**src/rtl/sonar_stream_pkg.sv**
```systemverilog
// Shared types and constants for the sonar sample-stream path.
// Used by the channel arbiter and the downstream schedulers.
package sonar_stream_pkg;

    localparam int SONAR_NUM_CH = 8;
    localparam int SONAR_DATA_W = 24;
    localparam int SONAR_CH_W   = 3;

    typedef logic [SONAR_CH_W-1:0]          ch_idx_t;
    typedef logic signed [SONAR_DATA_W-1:0] sample_t;

    typedef enum logic {
        ST_ARB,
        ST_LOCKED
    } arb_state_e;

    // Channel index reached by stepping off positions past base, modulo n.
    function automatic int rr_wrap(input int base, input int off, input int n);
        return (base + off) % n;
    endfunction

endpackage

```
**src/rtl/rr_pick.sv**
```systemverilog
// Combinational round-robin picker: first requester after last_grant.
// Purely combinational so schedulers can register around it as needed.
module rr_pick
    import sonar_stream_pkg::*;
#(
    parameter int N  = SONAR_NUM_CH,
    parameter int IW = SONAR_CH_W
) (
    input  logic [N-1:0]  req,
    input  logic [IW-1:0] last_grant,
    output logic [IW-1:0] grant,
    output logic          grant_valid
);

    logic [2**IW-1:0] req_pad;
    int               idx;

    always_comb begin
        req_pad        = '0;
        req_pad[N-1:0] = req;
    end

    always_comb begin
        grant       = '0;
        grant_valid = 1'b0;
        idx         = 0;
        for (int k = 1; k <= N; k++) begin
            idx = rr_wrap(int'(last_grant), k, N);
            if (!grant_valid && req_pad[IW'(idx)]) begin
                grant       = IW'(idx);
                grant_valid = 1'b1;
            end
        end
    end

endmodule

```
**src/rtl/channel_stream_arbiter.sv**
```systemverilog
// Merges per-channel sample streams into one channel-tagged stream,
// round-robin among enabled channels with optional packet locking.
module channel_stream_arbiter
    import sonar_stream_pkg::*;
#(
    parameter int NUM_CH         = SONAR_NUM_CH,
    parameter int DATA_W         = SONAR_DATA_W,
    parameter int CH_W           = SONAR_CH_W,
    parameter int LOCK_ON_PACKET = 0
) (
    input  logic                     s_axis_aclk,
    input  logic                     s_axis_aresetn,
    input  logic [NUM_CH-1:0]        ch_enable,
    input  logic [NUM_CH*DATA_W-1:0] s_axis_tdata,
    input  logic [NUM_CH-1:0]        s_axis_tvalid,
    output logic [NUM_CH-1:0]        s_axis_tready,
    input  logic [NUM_CH-1:0]        s_axis_tlast,
    output logic [DATA_W-1:0]        m_axis_tdata,
    output logic                     m_axis_tvalid,
    input  logic                     m_axis_tready,
    output logic [CH_W-1:0]          m_axis_tuser,
    output logic                     m_axis_tlast,
    output logic                     locked
);

    localparam logic LOCK_EN = (LOCK_ON_PACKET != 0);

    arb_state_e        state_q, state_d;
    logic [CH_W-1:0]   lock_ch_q, lock_ch_d;
    logic [CH_W-1:0]   last_grant_q, last_grant_d;
    logic [DATA_W-1:0] m_tdata_q, m_tdata_d;
    logic [CH_W-1:0]   m_tuser_q, m_tuser_d;
    logic              m_tvalid_q, m_tvalid_d;
    logic              m_tlast_q, m_tlast_d;

    logic [NUM_CH-1:0] eligible;
    logic [CH_W-1:0]   grant;
    logic              grant_valid;
    logic              load_en;
    logic              accept;
    logic [DATA_W-1:0] sel_data;
    logic              sel_last;

    // A locked packet owns the arbiter regardless of ch_enable.
    always_comb begin
        eligible = '0;
        for (int i = 0; i < NUM_CH; i++) begin
            if (state_q == ST_LOCKED) begin
                eligible[i] = s_axis_tvalid[i] & (lock_ch_q == CH_W'(i));
            end else begin
                eligible[i] = s_axis_tvalid[i] & ch_enable[i];
            end
        end
    end

    rr_pick #(
        .N  (NUM_CH),
        .IW (CH_W)
    ) u_rr_pick (
        .req         (eligible),
        .last_grant  (last_grant_q),
        .grant       (grant),
        .grant_valid (grant_valid)
    );

    always_comb begin
        load_en = !m_tvalid_q | m_axis_tready;
        accept  = load_en & grant_valid & s_axis_aresetn;
    end

    always_comb begin
        sel_data      = '0;
        sel_last      = 1'b0;
        s_axis_tready = '0;
        for (int i = 0; i < NUM_CH; i++) begin
            if (grant == CH_W'(i)) begin
                sel_data         = s_axis_tdata[i*DATA_W +: DATA_W];
                sel_last         = s_axis_tlast[i];
                s_axis_tready[i] = accept;
            end
        end
    end

    always_comb begin
        m_tdata_d    = m_tdata_q;
        m_tuser_d    = m_tuser_q;
        m_tlast_d    = m_tlast_q;
        m_tvalid_d   = m_tvalid_q;
        last_grant_d = last_grant_q;
        if (load_en) begin
            m_tvalid_d = accept;
            if (accept) begin
                m_tdata_d    = sel_data;
                m_tuser_d    = grant;
                m_tlast_d    = sel_last;
                last_grant_d = grant;
            end
        end
    end

    always_comb begin
        state_d   = state_q;
        lock_ch_d = lock_ch_q;
        unique case (state_q)
            ST_ARB: begin
                if (accept && LOCK_EN && !sel_last) begin
                    state_d   = ST_LOCKED;
                    lock_ch_d = grant;
                end
            end
            ST_LOCKED: begin
                if (accept && sel_last) begin
                    state_d = ST_ARB;
                end
            end
            default: state_d = ST_ARB;
        endcase
    end

    always_ff @(posedge s_axis_aclk or negedge s_axis_aresetn) begin
        if (!s_axis_aresetn) begin
            state_q      <= ST_ARB;
            lock_ch_q    <= '0;
            last_grant_q <= CH_W'(NUM_CH - 1);
            m_tdata_q    <= '0;
            m_tuser_q    <= '0;
            m_tvalid_q   <= 1'b0;
            m_tlast_q    <= 1'b0;
        end else begin
            state_q      <= state_d;
            lock_ch_q    <= lock_ch_d;
            last_grant_q <= last_grant_d;
            m_tdata_q    <= m_tdata_d;
            m_tuser_q    <= m_tuser_d;
            m_tvalid_q   <= m_tvalid_d;
            m_tlast_q    <= m_tlast_d;
        end
    end

    assign m_axis_tdata  = m_tdata_q;
    assign m_axis_tuser  = m_tuser_q;
    assign m_axis_tvalid = m_tvalid_q;
    assign m_axis_tlast  = m_tlast_q;
    assign locked        = (state_q == ST_LOCKED);

endmodule

```
**config.mk**
```make
export PLATFORM = sky130hd
export DESIGN_NAME = channel_stream_arbiter
export DESIGN_NICKNAME = d
export VERILOG_FILES = /design/src/rtl/sonar_stream_pkg.sv /design/src/rtl/rr_pick.sv /design/src/rtl/channel_stream_arbiter.sv
export SDC_FILE = /design/constraint.sdc
export NUM_CORES = 1
export LEC_CHECK = 0
export ABC_AREA = 1
export BUFFER_PORTS_ARGS = -buffer_cell sky130_fd_sc_hd__buf_4
export CAP_MARGIN = 20
export CORE_ASPECT_RATIO = 0.5
export CORE_MARGIN = 5
export CORE_UTILIZATION = 25
export DETAILED_ROUTE_END_ITERATION = 6
export PLACE_DENSITY_LB_ADDON = 0.1
export SLEW_MARGIN = 40
export SYNTH_ARGS = -nofsm -noshare
export SYNTH_HDL_FRONTEND = slang
export SYNTH_HIERARCHICAL = 1
export SYNTH_SLANG_ARGS = --single-unit
```
**constraint.sdc**
```tcl
create_clock -name s_axis_aclk -period 7.4 [get_ports s_axis_aclk]
set_input_delay 1.11 -clock s_axis_aclk [delete_from_list [all_inputs] [get_ports s_axis_aclk]]
set_output_delay 1.11 -clock s_axis_aclk [all_outputs]
set_load 0.01 [all_outputs]
```
# After elaboration in Yosys (flattened, before gate mapping)
# Cells that the tools add are included.
# word_totals
ff_bits	33
out_inout_bits	38
input_bits	219
wordCells	132
# classes
bitwise	11
n_addsub	8
n_lt_le_gt_ge	8
reduce_logical	18
mux	74
eq_ne	7
# ops
op	n
$mux 24	8
$mux 1	50
$lt 3x5->1 const B	8
$bmux 1 s3	8
$mux 3	8
$add 3x3->3 const B	4
$eq 3x3->1 const B	4
$and 1x1->1	10
$logic_and 1x1->1	8
$logic_not 1->1	8
$add 3x1->3 const B	2
$add 3x2->3 const B	2
$eq 3x2->1 const B	2
$eq 3x1->1 const B	1
$logic_not 3->1	1
$reduce_and 2->1	1
$or 1x1->1	1

# Depth between registers and ports, before layout
# logic_depth
word_depth	39
mapped_depth	27
ltp_nobuf	24

# By module
# Netlist, hierarchy kept.
# modules_own_cells
mod	instances	area_each_um2	cells_per_inst	seq_area_each_um2
channel_stream_arbiter	1	3062.9	532	829.5
rr_pick	1	763.2	142	0.0

# Worst setup path before layout
# OpenSTA, ideal clock, no wires.
# synth_path
path_kind	input to output
start	input port ch_enable[0]
end	output port s_axis_tready[3]
setup_slack_ns	3.287
t_required_ns	6.290
t_arrival_ns	3.003
path_stages	18
cell_sequence	o21a_1 > nand2_1 > nand3_2 > nand2_1 > nand2_1 > nand2_2 > nand3_1 > nor2_2 > nand3_1 > nor2_1 > nor2_1 > nand3_1 > buf_4 > nand2_4 > nor2_4 > inv_2 > buf_2 > nor2_1
# synth_lines
item	line	rtl
start: declaration	channel_stream_arbiter.sv:13	input logic [NUM_CH-1:0] ch_enable,
$and 1x1->1 (*)	channel_stream_arbiter.sv:51	eligible[i] = s_axis_tvalid[i] & ch_enable[i];
$mux 1 (*)	channel_stream_arbiter.sv:48	if (state_q == ST_LOCKED) begin
$bmux 1 s3	rr_pick.sv:29	if (!grant_valid && req_pad[IW'(idx)]) begin
$mux 1 (implied by the code) (2 in a row)	rr_pick.sv:29	
$mux 1	rr_pick.sv:29	
$logic_not 1->1	rr_pick.sv:29	
$logic_and 1x1->1	rr_pick.sv:29	
$mux 1	rr_pick.sv:29	
[... 13 more ...]	n/a	
$logic_and 1x1->1	rr_pick.sv:29	
$mux 1	rr_pick.sv:29	
$logic_not 1->1	rr_pick.sv:29	
$logic_and 1x1->1	rr_pick.sv:29	
$mux 3 (*)	rr_pick.sv:29	
named net grant[1]	channel_stream_arbiter.sv:37	logic [CH_W-1:0] grant;
$eq 3x2->1 (*)	channel_stream_arbiter.sv:76	if (grant == CH_W'(i)) begin
$mux 1 (*)	channel_stream_arbiter.sv:76	
end: declaration	channel_stream_arbiter.sv:16	output logic [NUM_CH-1:0] s_axis_tready,
# The timed path passes the listed nets; every way through them passes the cells marked *. The select of a mux whose other input is x is not followed.

# Worst setup path after layout
# layout_path
start	register last_grant_q[0]
end	output port s_axis_tready[3]
# layout_lines
item	line	rtl
start: declaration	channel_stream_arbiter.sv:30	logic [CH_W-1:0] last_grant_q, last_grant_d;
start signal: assignment	channel_stream_arbiter.sv:124	last_grant_q <= CH_W'(NUM_CH - 1);
start signal: assignment	channel_stream_arbiter.sv:132	last_grant_q <= last_grant_d;
$add 3x1->3	sonar_stream_pkg.sv:19	return (base + off) % n;
$bmux 1 s3	rr_pick.sv:29	
$mux 1 (implied by the code) (2 in a row)	rr_pick.sv:29	
$mux 1	rr_pick.sv:29	
$logic_not 1->1	rr_pick.sv:29	
$logic_and 1x1->1	rr_pick.sv:29	
$mux 1	rr_pick.sv:29	
$logic_not 1->1	rr_pick.sv:29	
[... 12 more ...]	n/a	
$logic_and 1x1->1	rr_pick.sv:29	
$mux 1	rr_pick.sv:29	
$logic_not 1->1	rr_pick.sv:29	
$logic_and 1x1->1	rr_pick.sv:29	
$mux 3 (*)	rr_pick.sv:29	
named net grant[0]	channel_stream_arbiter.sv:37	
$eq 3x2->1 (*)	channel_stream_arbiter.sv:76	
$mux 1 (*)	channel_stream_arbiter.sv:76	
# Marked as above.

==> results.py <==
metrics = {
    "timing": {
        "fin_crit_ns": 5.299,
        "setup_violations": 0,
        "worstMarginPinSlew_ns": 0.6836,
        "rsz0062_at_grt": "false",
        "period_share": 0.7161,
        "setup-tns-final_ns": 0,
        "max_clock_freq_mhz": 188.7,
        "report.final.slew_viol_count": 0,
        "clock_skew_ns": 0.005471,
        "timing.final.hold_violations": 0,
        "slew_headroom": 0.5432,
    },
    "logic_synthesis": {
        "synth_area_leader_cell": "nand2_1",
        "synth_cell_type_count": 34,
        "synth_ff_type": "dfrtp_1",
        "synth_area_per_cell_sq_um": 5.677,
        "synth_area_leaders": "nand2_1 24%, dfrtp_1 20%, nand3_1 11%, nor2_1 9.8%, nand4_1 5.7%",
        "synth_nets": 895,
        "synth_edf_count": 0,
        "ys_seq_elements": 33,
        "synth-seq-area-share": 0.2168,
        "synth-async-reset-ratio": 1.000,
        "synth_area_sq_um": 3826,
        "synth.top_cell.area_share": 0.2413,
        "synth.most_common_cell": "nand2_1",
        "synthTopCellsByCount": "246 x nand2_1, 100 x nor2_1, 81 x nand3_1",
        "yosysWarningCount": 6,
        "synth_cells": 674,
    },
    "critical_path": {
        "critPathMaxFanout": 26,
        "cp_cell_sequence": "inv_2, ha_1, inv_2, nand3_1, nand3_1, nand2_1, inv_2, nand4_2, nor2_4, nand2_1, nand2_1, nand2_1, nand2_1, nand2_4, nor2_4, inv_2, nor2_1, buf_4",
        "required_ns": 6.29,
        "start_kind": "register",
        "end_kind": "primary output",
        "worst_path_dominant_cell_family": "simple AND/OR/NAND/NOR gates",
        "cpPeakStageDelay_ns": 0.69,
        "critical_path_class": "register to primary output",
        "crit_path_top_delay_cell": "dfstp_2",
        "crit_arrival_ns": 4.19,
        "path_buf_inv": 5,
        "cpMostUsedCell": "nand2_1",
    },
    "global_route": {
        "grt_pass1_vias": 5105,
        "grt_usage": 0.1874,
        "grt_max_degree": 61,
        "overflow": 0,
        "antenna_found_initial": 0,
        "grt_pass1_wl_um": 26960,
    },
    "run_status": {
        "status": "finished clean",
    },
    "floorplanning": {
        "initial_core_util": 0.2515,
        "chipHeight_um": 97.48,
        "rows": 32,
        "die_area_sq_um": 18030,
        "die_w_um": 185.0,
        "ios": 257,
        "core_area_sq_um": 15210,
    },
    "hold_path": {
        "worstHoldPathType": "register to register",
    },
    "final_layout": {
        "antenna-diode-count": 0,
        "drive_above_1_share": 0.3462,
        "area_delta_synth_final_pct": 56.54,
        "nets": 1124,
    },
    "route": {
        "wl_per_cell_um": 15.80,
        "ant_nets": 0,
        "drt-initial-drc-count": 319,
        "drt-total-wl_um": 17500,
        "drc_errors": 0,
        "first_pass_iters": 4,
        "via_count": 5104,
        "via_per_inst": 4.606,
    },
    "clocking": {
        "clk_pin_slew_worst_paths_ns": 0.06,
        "clock-sinks": 33,
        "cts_setup_buffers": 0,
        "root_buffer": "clkbuf_16",
        "cts.path.max_buffers": 2,
        "cts_resized": 0,
        "cts_made_buffers": 5,
        "h-tree-depth": 2,
        "clk_latency_ns": 0.28,
        "cts_tree": "done",
        "postCtsHoldBufs": 0,
    },
    "flow_run": {
        "cap_violations": 0,
    },
    "place": {
        "port_buffers": 256,
        "place_congestion": 0.8684,
        "dpl.hpwl_um": 13850,
    },
}
## kinds of logic after synthesis
kind of cell | share of synthesized area
DFF | 0.2168
AOI/OAI and AO/OA | 0.05101
xor gates and xnor gates | 0.01145
adders and majority gates | 0.006539
buffers and inverters | 0.1115
and+or+nand+nor | 0.6027
## worst min-delay path: stages, from the launching register on
cell     delay [ns]
dfrtp_1        0.34
nand2_1        0.05
nand2_1        0.05
## registers in the layout (all words and copies together), names as in the netlist
| signal | flops |
|---|---|
| m_axis_tvalid | 1 |
| m_axis_tdata | 24 |
| m_axis_tlast | 1 |
| locked | 1 |
| last_grant_q | 3 |
| m_axis_tuser | 3 |
## through the flow
stage / instance area (sq um) / instances / setup WS [ns] / util / hold WS (ns)
after global routing: 5989 / 1108 / 1.688 / 0.3937 / 0.4998
after detailed placement: 5813 / 1100 / 2.305 / 0.3821 / 0.4663
after floorplan: 3826 / 674 / 3.287 / - / 0.4552
final: 5989 / 1108 / 2.101 / 0.3937 / 0.4767
after CTS: 5989 / 1108 / 2.076 / 0.3937 / 0.4825
after global placement: 5784 / 1098 / 2.364 / 0.3802 / 0.4655
## worst paths after layout
| kind | start | end | slack (ns) | depth (start not counted) |
|---|---|---|---|---|
| max | last_grant_q[0]$_DFFE_PN1P_ | s_axis_tready[3] | 2.10 | 18 |
| min | m_axis_tdata[20]$_DFFE_PN0P_ | m_axis_tdata[20]$_DFFE_PN0P_ | 0.48 | 2 |
| max in group asynchronous | s_axis_aresetn | last_grant_q[1]$_DFFE_PN1P_ | 6.24 | 1 |
| min reg2reg | m_axis_tdata[20]$_DFFE_PN0P_ | m_axis_tdata[20]$_DFFE_PN0P_ | 0.48 | 2 |
| min in group asynchronous | s_axis_aresetn | m_axis_tdata[9]$_DFFE_PN0P_ | 0.79 | 1 |
| max reg2reg | last_grant_q[0]$_DFFE_PN1P_ | m_axis_tdata[11]$_DFFE_PN0P_ | 2.99 | 18 |
## routing by layer
layer	vias to the layer above	global-route usage	wire length [um]
li1	2634	-	-
met4	0	0.02988	225
met1	2318	0.2306	7546
met2	140	0.3420	8824
met5	-	0	0
met3	12	0.03815	906
## layout make-up
cell class / instances / area (sq um)
Clock buffer: 6 / 138.9
Clock inverter: 2 / 37.54
Fill cell: 1753 / 9225
Inverter: 50 / 187.7
Multi-Input combinational cell: 553 / 2585
Sequential cell: 33 / 829.5
Tap cell: 204 / 255.2
Timing Repair Buffer: 260 / 1956
## layout by cell type (no fill, tap or decap), drive strengths merged, types with 2 or more instances in the layout
cell | synthesis | final
nor2 | 109 | 109
dfstp | 3 | 3
nand2 | 251 | 251
clkbuf | 7 | 6
nor3 | 26 | 26
inv | 50 | 50
nand4 | 36 | 36
xnor2 | 2 | 2
o21ai | 4 | 4
ha | 2 | 2
nand3 | 89 | 89
a21oi | 28 | 28
dfrtp | 30 | 30
buf | 31 | 260
Power is left out: the tool's default activity adds up to more than one toggle a clock period on the data nets, which glitch-free logic cannot reach.
